==> src/rtl/edf_ic_pkg.sv <==
// Shared types and constants for the EDF interrupt sequencer and its nesting stack.
package edf_ic_pkg;

    typedef enum logic [1:0] {
        IDLE   = 2'd0,
        OFFER  = 2'd1,
        SETTLE = 2'd2
    } seq_state_e;

    localparam int unsigned SeqIdWidth = 2;
    localparam int unsigned SeqTsWidth = 64;

    typedef struct packed {
        logic [SeqIdWidth-1:0] id;
        logic [SeqTsWidth-1:0] dl;
    } nest_entry_t;

    localparam logic [SeqTsWidth-1:0] DlNone = {SeqTsWidth{1'b1}};

endpackage

==> src/rtl/edf_nest_stack.sv <==
// LIFO of claimed interrupt entries; a simultaneous push and pop replaces the top entry.
module edf_nest_stack #(
    parameter int unsigned DataWidth = 66,
    parameter int unsigned Depth     = 4,
    localparam int unsigned LvlWidth = $clog2(Depth + 1)
) (
    input  logic                 clk,
    input  logic                 rst_n,
    input  logic                 push,
    input  logic                 pop,
    input  logic [DataWidth-1:0] wdata,
    output logic [DataWidth-1:0] top,
    output logic [LvlWidth-1:0]  depth,
    output logic                 full,
    output logic                 empty
);

    localparam int unsigned PtrWidth = (Depth > 1) ? $clog2(Depth) : 1;

    logic [DataWidth-1:0] mem_r [Depth];
    logic [LvlWidth-1:0]  cnt_r;
    logic [PtrWidth-1:0]  top_idx_s;
    logic [PtrWidth-1:0]  wr_idx_s;
    logic                 do_pop_s;
    logic                 do_push_s;

    assign empty     = (cnt_r == {LvlWidth{1'b0}});
    assign full      = (cnt_r == LvlWidth'(Depth));
    assign depth     = cnt_r;
    assign top_idx_s = PtrWidth'(cnt_r - LvlWidth'(1));
    assign wr_idx_s  = PtrWidth'(cnt_r);
    assign do_pop_s  = pop & ~empty;
    assign do_push_s = push & (~full | do_pop_s);
    assign top       = empty ? {DataWidth{1'b0}} : mem_r[top_idx_s];

    // Entry storage and fill level.
    always_ff @(posedge clk or negedge rst_n) begin
        if (!rst_n) begin
            cnt_r <= {LvlWidth{1'b0}};
            for (int i = 0; i < int'(Depth); i++) begin
                mem_r[i] <= {DataWidth{1'b0}};
            end
        end else if (do_push_s && do_pop_s) begin
            mem_r[top_idx_s] <= wdata;
        end else if (do_push_s) begin
            mem_r[wr_idx_s] <= wdata;
            cnt_r           <= cnt_r + LvlWidth'(1);
        end else if (do_pop_s) begin
            cnt_r <= cnt_r - LvlWidth'(1);
        end
    end

endmodule

==> src/rtl/edf_irq_sequencer.sv <==
// Offer/claim/complete sequencer with nested-preemption tracking for the EDF interrupt path.
// Optional deadline-miss detection is built when EDF_SEQ_DL_MISS_EN is defined.
module edf_irq_sequencer
    import edf_ic_pkg::*;
#(
    parameter int unsigned NrIrqs    = 4,
    parameter int unsigned TsWidth   = 64,
    parameter int unsigned NestDepth = 4,
    localparam int unsigned IdWidth  = (NrIrqs > 1) ? $clog2(NrIrqs) : 1,
    localparam int unsigned LvlWidth = $clog2(NestDepth + 1)
) (
    input  logic                clk_i,
    input  logic                rst_ni,
    input  logic                arb_valid_i,
    input  logic [IdWidth-1:0]  arb_id_i,
    input  logic [TsWidth-1:0]  arb_dl_i,
    output logic                irq_valid_o,
    output logic [IdWidth-1:0]  irq_id_o,
    input  logic                irq_ready_i,
    input  logic                complete_i,
    input  logic [IdWidth-1:0]  complete_id_i,
    output logic [NrIrqs-1:0]   claim_o,
    output logic [TsWidth-1:0]  active_dl_o,
    output logic [LvlWidth-1:0] level_o,
    output logic                err_o,
    input  logic [63:0]         mtime_i,
    output logic                miss_o,
    input  logic                miss_clr_i
);

    seq_state_e          state_r, next_state_s;
    logic [IdWidth-1:0]  offer_id_r;
    logic [TsWidth-1:0]  offer_dl_r;
    logic                irq_valid_r;
    logic [NrIrqs-1:0]   claim_r;
    logic                err_r;
    logic                load_offer_s;
    logic                push_s;
    logic                offer_ok_s;
    logic                complete_ok_s;
    nest_entry_t         push_entry_s;
    nest_entry_t         top_entry_s;
    logic                full_s;
    logic                empty_s;
    logic [LvlWidth-1:0] depth_s;
    logic [TsWidth-1:0]  active_dl_s;

    assign push_entry_s.id = SeqIdWidth'(offer_id_r);
    assign push_entry_s.dl = SeqTsWidth'(offer_dl_r);

    edf_nest_stack #(
        .DataWidth ($bits(nest_entry_t)),
        .Depth     (NestDepth)
    ) u_stack (
        .clk   (clk_i),
        .rst_n (rst_ni),
        .push  (push_s),
        .pop   (complete_ok_s),
        .wdata (push_entry_s),
        .top   (top_entry_s),
        .depth (depth_s),
        .full  (full_s),
        .empty (empty_s)
    );

    assign active_dl_s   = empty_s ? {TsWidth{1'b1}} : TsWidth'(top_entry_s.dl);
    assign offer_ok_s    = arb_valid_i & ~full_s & (arb_dl_i < active_dl_s);
    assign complete_ok_s = complete_i & ~empty_s & (complete_id_i == IdWidth'(top_entry_s.id));

    // Next-state and handshake decode.
    always_comb begin
        next_state_s = state_r;
        load_offer_s = 1'b0;
        push_s       = 1'b0;
        case (state_r)
            IDLE: begin
                if (offer_ok_s) begin
                    load_offer_s = 1'b1;
                    next_state_s = OFFER;
                end else begin
                    next_state_s = IDLE;
                end
            end
            OFFER: begin
                if (irq_ready_i) begin
                    push_s       = 1'b1;
                    next_state_s = SETTLE;
                end else begin
                    next_state_s = OFFER;
                end
            end
            SETTLE: begin
                next_state_s = IDLE;
            end
            default: begin
                next_state_s = IDLE;
            end
        endcase
    end

    // Sequencer state, held offer, claim pulse and sticky protocol error.
    always_ff @(posedge clk_i or negedge rst_ni) begin
        if (!rst_ni) begin
            state_r     <= IDLE;
            offer_id_r  <= {IdWidth{1'b0}};
            offer_dl_r  <= {TsWidth{1'b0}};
            irq_valid_r <= 1'b0;
            claim_r     <= {NrIrqs{1'b0}};
            err_r       <= 1'b0;
        end else begin
            state_r     <= next_state_s;
            irq_valid_r <= (next_state_s == OFFER);
            if (load_offer_s) begin
                offer_id_r <= arb_id_i;
                offer_dl_r <= arb_dl_i;
            end
            claim_r <= push_s ? (NrIrqs'(1) << offer_id_r) : {NrIrqs{1'b0}};
            if (complete_i && !complete_ok_s) begin
                err_r <= 1'b1;
            end
        end
    end

    assign irq_valid_o = irq_valid_r;
    assign irq_id_o    = offer_id_r;
    assign claim_o     = claim_r;
    assign err_o       = err_r;
    assign active_dl_o = active_dl_s;
    assign level_o     = depth_s;

`ifdef EDF_SEQ_DL_MISS_EN
    logic miss_r;
    logic miss_hit_s;

    assign miss_hit_s = ~empty_s & (mtime_i[TsWidth-1:0] >= active_dl_s);

    // Sticky miss flag; a fresh miss beats a clear in the same cycle.
    always_ff @(posedge clk_i or negedge rst_ni) begin
        if (!rst_ni) begin
            miss_r <= 1'b0;
        end else if (miss_hit_s) begin
            miss_r <= 1'b1;
        end else if (miss_clr_i) begin
            miss_r <= 1'b0;
        end
    end

    assign miss_o = miss_r;
`else
    logic unused_miss_s;

    assign unused_miss_s = ^{mtime_i, miss_clr_i};
    assign miss_o        = 1'b0;
`endif

endmodule

==> config.mk <==
export PLATFORM = sky130hd
export DESIGN_NAME = edf_irq_sequencer
export DESIGN_NICKNAME = d
export VERILOG_FILES = /design/src/rtl/edf_ic_pkg.sv /design/src/rtl/edf_nest_stack.sv /design/src/rtl/edf_irq_sequencer.sv
export SDC_FILE = /design/constraint.sdc
export NUM_CORES = 1
export LEC_CHECK = 0
export BUFFER_PORTS_ARGS = -buffer_cell sky130_fd_sc_hd__buf_2
export CAP_MARGIN = 5
export CORE_MARGIN = 5
export CORE_UTILIZATION = 35
export DETAILED_ROUTE_END_ITERATION = 10
export SYNTH_ARGS = -nofsm -noshare
export SYNTH_HDL_FRONTEND = slang
export SYNTH_HIERARCHICAL = 1
export SYNTH_SLANG_ARGS = --single-unit
==> constraint.sdc <==
create_clock -name clk_i -period 12.45 [get_ports clk_i]
set_input_delay 1.245 -clock clk_i [delete_from_list [all_inputs] [get_ports clk_i]]
set_output_delay 1.245 -clock clk_i [all_outputs]
set_load 0.05 [all_outputs]
==> impl_metrics.tcl <==
set metrics [dict create \
    outcome "finished clean" \
    wl_met2_mm 20.5 \
    cts.sinks 341 \
    dp_hpwl_mm 25.2 \
    finalSetupTns_ps 0 \
    clkSlewWorstSetupHoldPaths_ps 60 \
    cp-end-kind "flip-flop" \
    maxSlewHeadroom_pct 24.0 \
    synth.cell_area_sq_um 17300 \
    cts_buffer_depth 3 \
    top_layer "met4" \
    async_reset_ff_share_pct 100 \
    die_h_um 233 \
    cts_hold_buf 0 \
    wl_met1_mm 18.2 \
    drive_gt1_share_pct 46.2 \
    grt_antenna_before_repair 1 \
    slew_viol_final 0 \
    cts_buffers 40 \
    post_drt_wl_per_cell_um 19.9 \
    holdWs_ps 481 \
    fmax_ghz 0.138 \
    io_pins 214 \
    ys.flop_type "dfrtp_1" \
    min_path_type "flip-flop to flip-flop" \
    syn_inst 1225 \
    nets 1564 \
    finalClockSkew_ps 16.2 \
    grt_pass1_wl_mm 64.9 \
    critPathLaunchType "flip-flop" \
    fin_crit_ps 7230 \
    hold_viol_final 0 \
    endpoint "offer_dl_r[47]" \
    ant_nets 0 \
    final_util_pct 40.5 \
    gr-total-overflow 0 \
    ys_seq_elements 341 \
    synthDistinctLibCells 53 \
    crit_fanout 40 \
    gp_congestion 0.769 \
    synth_warnings 6 \
    clk_latency_ps 540 \
    fp-row-count 81 \
    syn_avg_cell_area_sq_um 14.2 \
    dr.pass1.iters 4 \
    cts_root_buffer "clkbuf_16" \
    start_util_pct 35.4 \
    met3_length_mm 1.30 \
    cp.required_ps 12860 \
    tightestPinTransition_ps 1140 \
    reg2reg_to "offer_dl_r[47]" \
    synth_edf_count 0 \
    grt_max_degree 128 \
    setup.worst_path.start "u_stack/depth[0]" \
    setup_viol 0 \
    area_growth_pct 14.2 \
    syn-num-nets 1431 \
    wirelength_mm 40.7 \
    r2r_start "u_stack/depth[0]" \
    coreArea_sq_um 49000 \
    die_area_sq_um 54100 \
    final.period_utilization_pct 58.0 \
    num_vias 10152 \
    fill_cells 4556 \
    cts_tree "yes" \
    cts.repair.resized 0 \
    worst-setup-path-type "flip-flop to flip-flop" \
    rrSetupSlack_ps 5220 \
    htreeDepth 2 \
    drv_cap 0 \
    track_usage_pct 15.2 \
    seq_area_frac_synth_pct 49.2 \
    cts_setup_buffers 0 \
    grt_pass1_vias 11260 \
    arrival_ps 7640 \
    io_buffers 147 \
    die_width_um 233 \
    post_drt_via_cell_ratio 4.96 \
    route.detailed.drc 0 \
    grt_setup_unrepaired "no" \
    ff2ff_path_depth 18 \
    drtIter0Drc 401 \
]
[registers in the layout, summed over array words and instances, names as in the netlist]
register and count:
err_o 1, irq_id_o 2, claim_o 4, u_stack/mem_r 264, u_stack/depth 3, offer_dl_r 64, state_r 2, irq_valid_o 1
[cell usage in the layout (no fill, tap or decap), drive strengths merged, types with 2 or more instances in the layout]
cell	instances
o211ai	4
a21oi	27
ha	68
bufinv	4
clkbuf	53
nand2b	4
clkinv	8
nand3b	2
xor2	2
nor2	42
a22oi	2
and3	2
nor4	4
or2	35
nor3	6
mux2i	2
a21o	8
o21a	3
a32o	2
nand3	3
inv	72
mux4	66
nand4	9
dfrtp	341
nor2b	2
and2	68
mux2	330
o21bai	2
buf	162
o21ai	12
nand2	21
[per-stage QoR]
| step | worst slack [ps] | cells | cell area [sq um] |
|---|---|---|---|
| 6_report | 5220 | 2047 | 19800 |
| 5_1_grt | 4830 | 2047 | 19800 |
| 4_1_cts | 5020 | 2046 | 19800 |
| 3_5_place_dp | 5070 | 1980 | 18500 |
| 3_3_place_gp | 5060 | 1980 | 18500 |
| 2_1_floorplan | 7050 | 1225 | 17300 |
[synthesized netlist by cell type, drive strengths merged (3+ instances only)]
| cell type | count | area, sq um |
|---|---|---|
| mux2 | 330 | 4020 |
| clkbuf | 21 | 78.8 |
| or2 | 35 | 219 |
| nor4 | 4 | 25.0 |
| dfrtp | 341 | 8530 |
| nand3 | 3 | 15.0 |
| a21o | 8 | 60.1 |
| ha | 68 | 851 |
| nor3 | 6 | 30.0 |
| and2 | 68 | 425 |
| nand4 | 9 | 56.3 |
| o211ai | 4 | 30.0 |
| nand2 | 21 | 93.8 |
| nor2 | 42 | 158 |
| buf | 50 | 479 |
| nand2b | 4 | 32.5 |
| a21oi | 27 | 135 |
| inv | 72 | 270 |
| o21a | 3 | 22.5 |
| mux4 | 66 | 1490 |
| o21ai | 12 | 60.1 |
[final cells by class]
cell class,instances,area [sq um],area share (%)
Multi-Input combinational cell,741,8040,40.6
Timing Repair Buffer,162,858,4.33
Clock buffer,53,1100,5.56
Inverter,72,270,1.36
Clock inverter,13,168,0.847
Tap cell,664,831,4.20
Antenna cell,1,2.50,0.0126
Sequential cell,341,8540,43.1
[worst max-delay path, cell delays in order (launching register included)]
cell	delay [ps]
dfrtp_4	880
inv_1	280
ha_4	700
buf_4	660
mux4_2	400
and2_1	160
or2_2	270
inv_1	80
ha_1	160
nand4_1	190
nor4_1	330
buf_4	210
nand2_1	60
nor3_1	450
a2111oi_2	220
a21oi_4	440
buf_4	450
buf_4	630
mux2_2	410
[layer usage]
metal  vias up  track usage (%)
met5         -                0
met4         0             3.80
met3        58             2.36
met2       135             26.3
met1      5354             20.0
li1       4605                -
[kinds of logic (layout without fill, tap and decap cells)]
kind of cell | Yosys count | in the layout | synth area share, %
AO/OA/AOI/OAI | 71 | 71 | 2.70
XOR/XNOR | 3 | 3 | 0.151
adder cells (fa/ha/maj) | 68 | 68 | 4.90
buffers and inverters | 143 | 300 | 4.77
flip-flops | 341 | 341 | 49.2
multiplexers | 398 | 398 | 31.9
other | 1 | 2 | 0.0216
AND/OR/NAND/NOR | 200 | 200 | 6.40
[worst min path at each step]
stage	depth (start not counted)	slack, ps	startpoint	to
2_1_floorplan	1	460	u_stack/mem_r[0]	u_stack/mem_r[0]
3_3_place_gp	1	470	err_o	err_o
3_5_place_dp	1	470	err_o	err_o
4_1_cts	1	480	err_o	err_o
5_1_grt	1	500	u_stack/mem_r[142]	u_stack/mem_r[142]
6_report	1	480	err_o	err_o
Power is left out: the tool's default activity adds up to more than one toggle a clock period on the data nets, which glitch-free logic cannot reach.
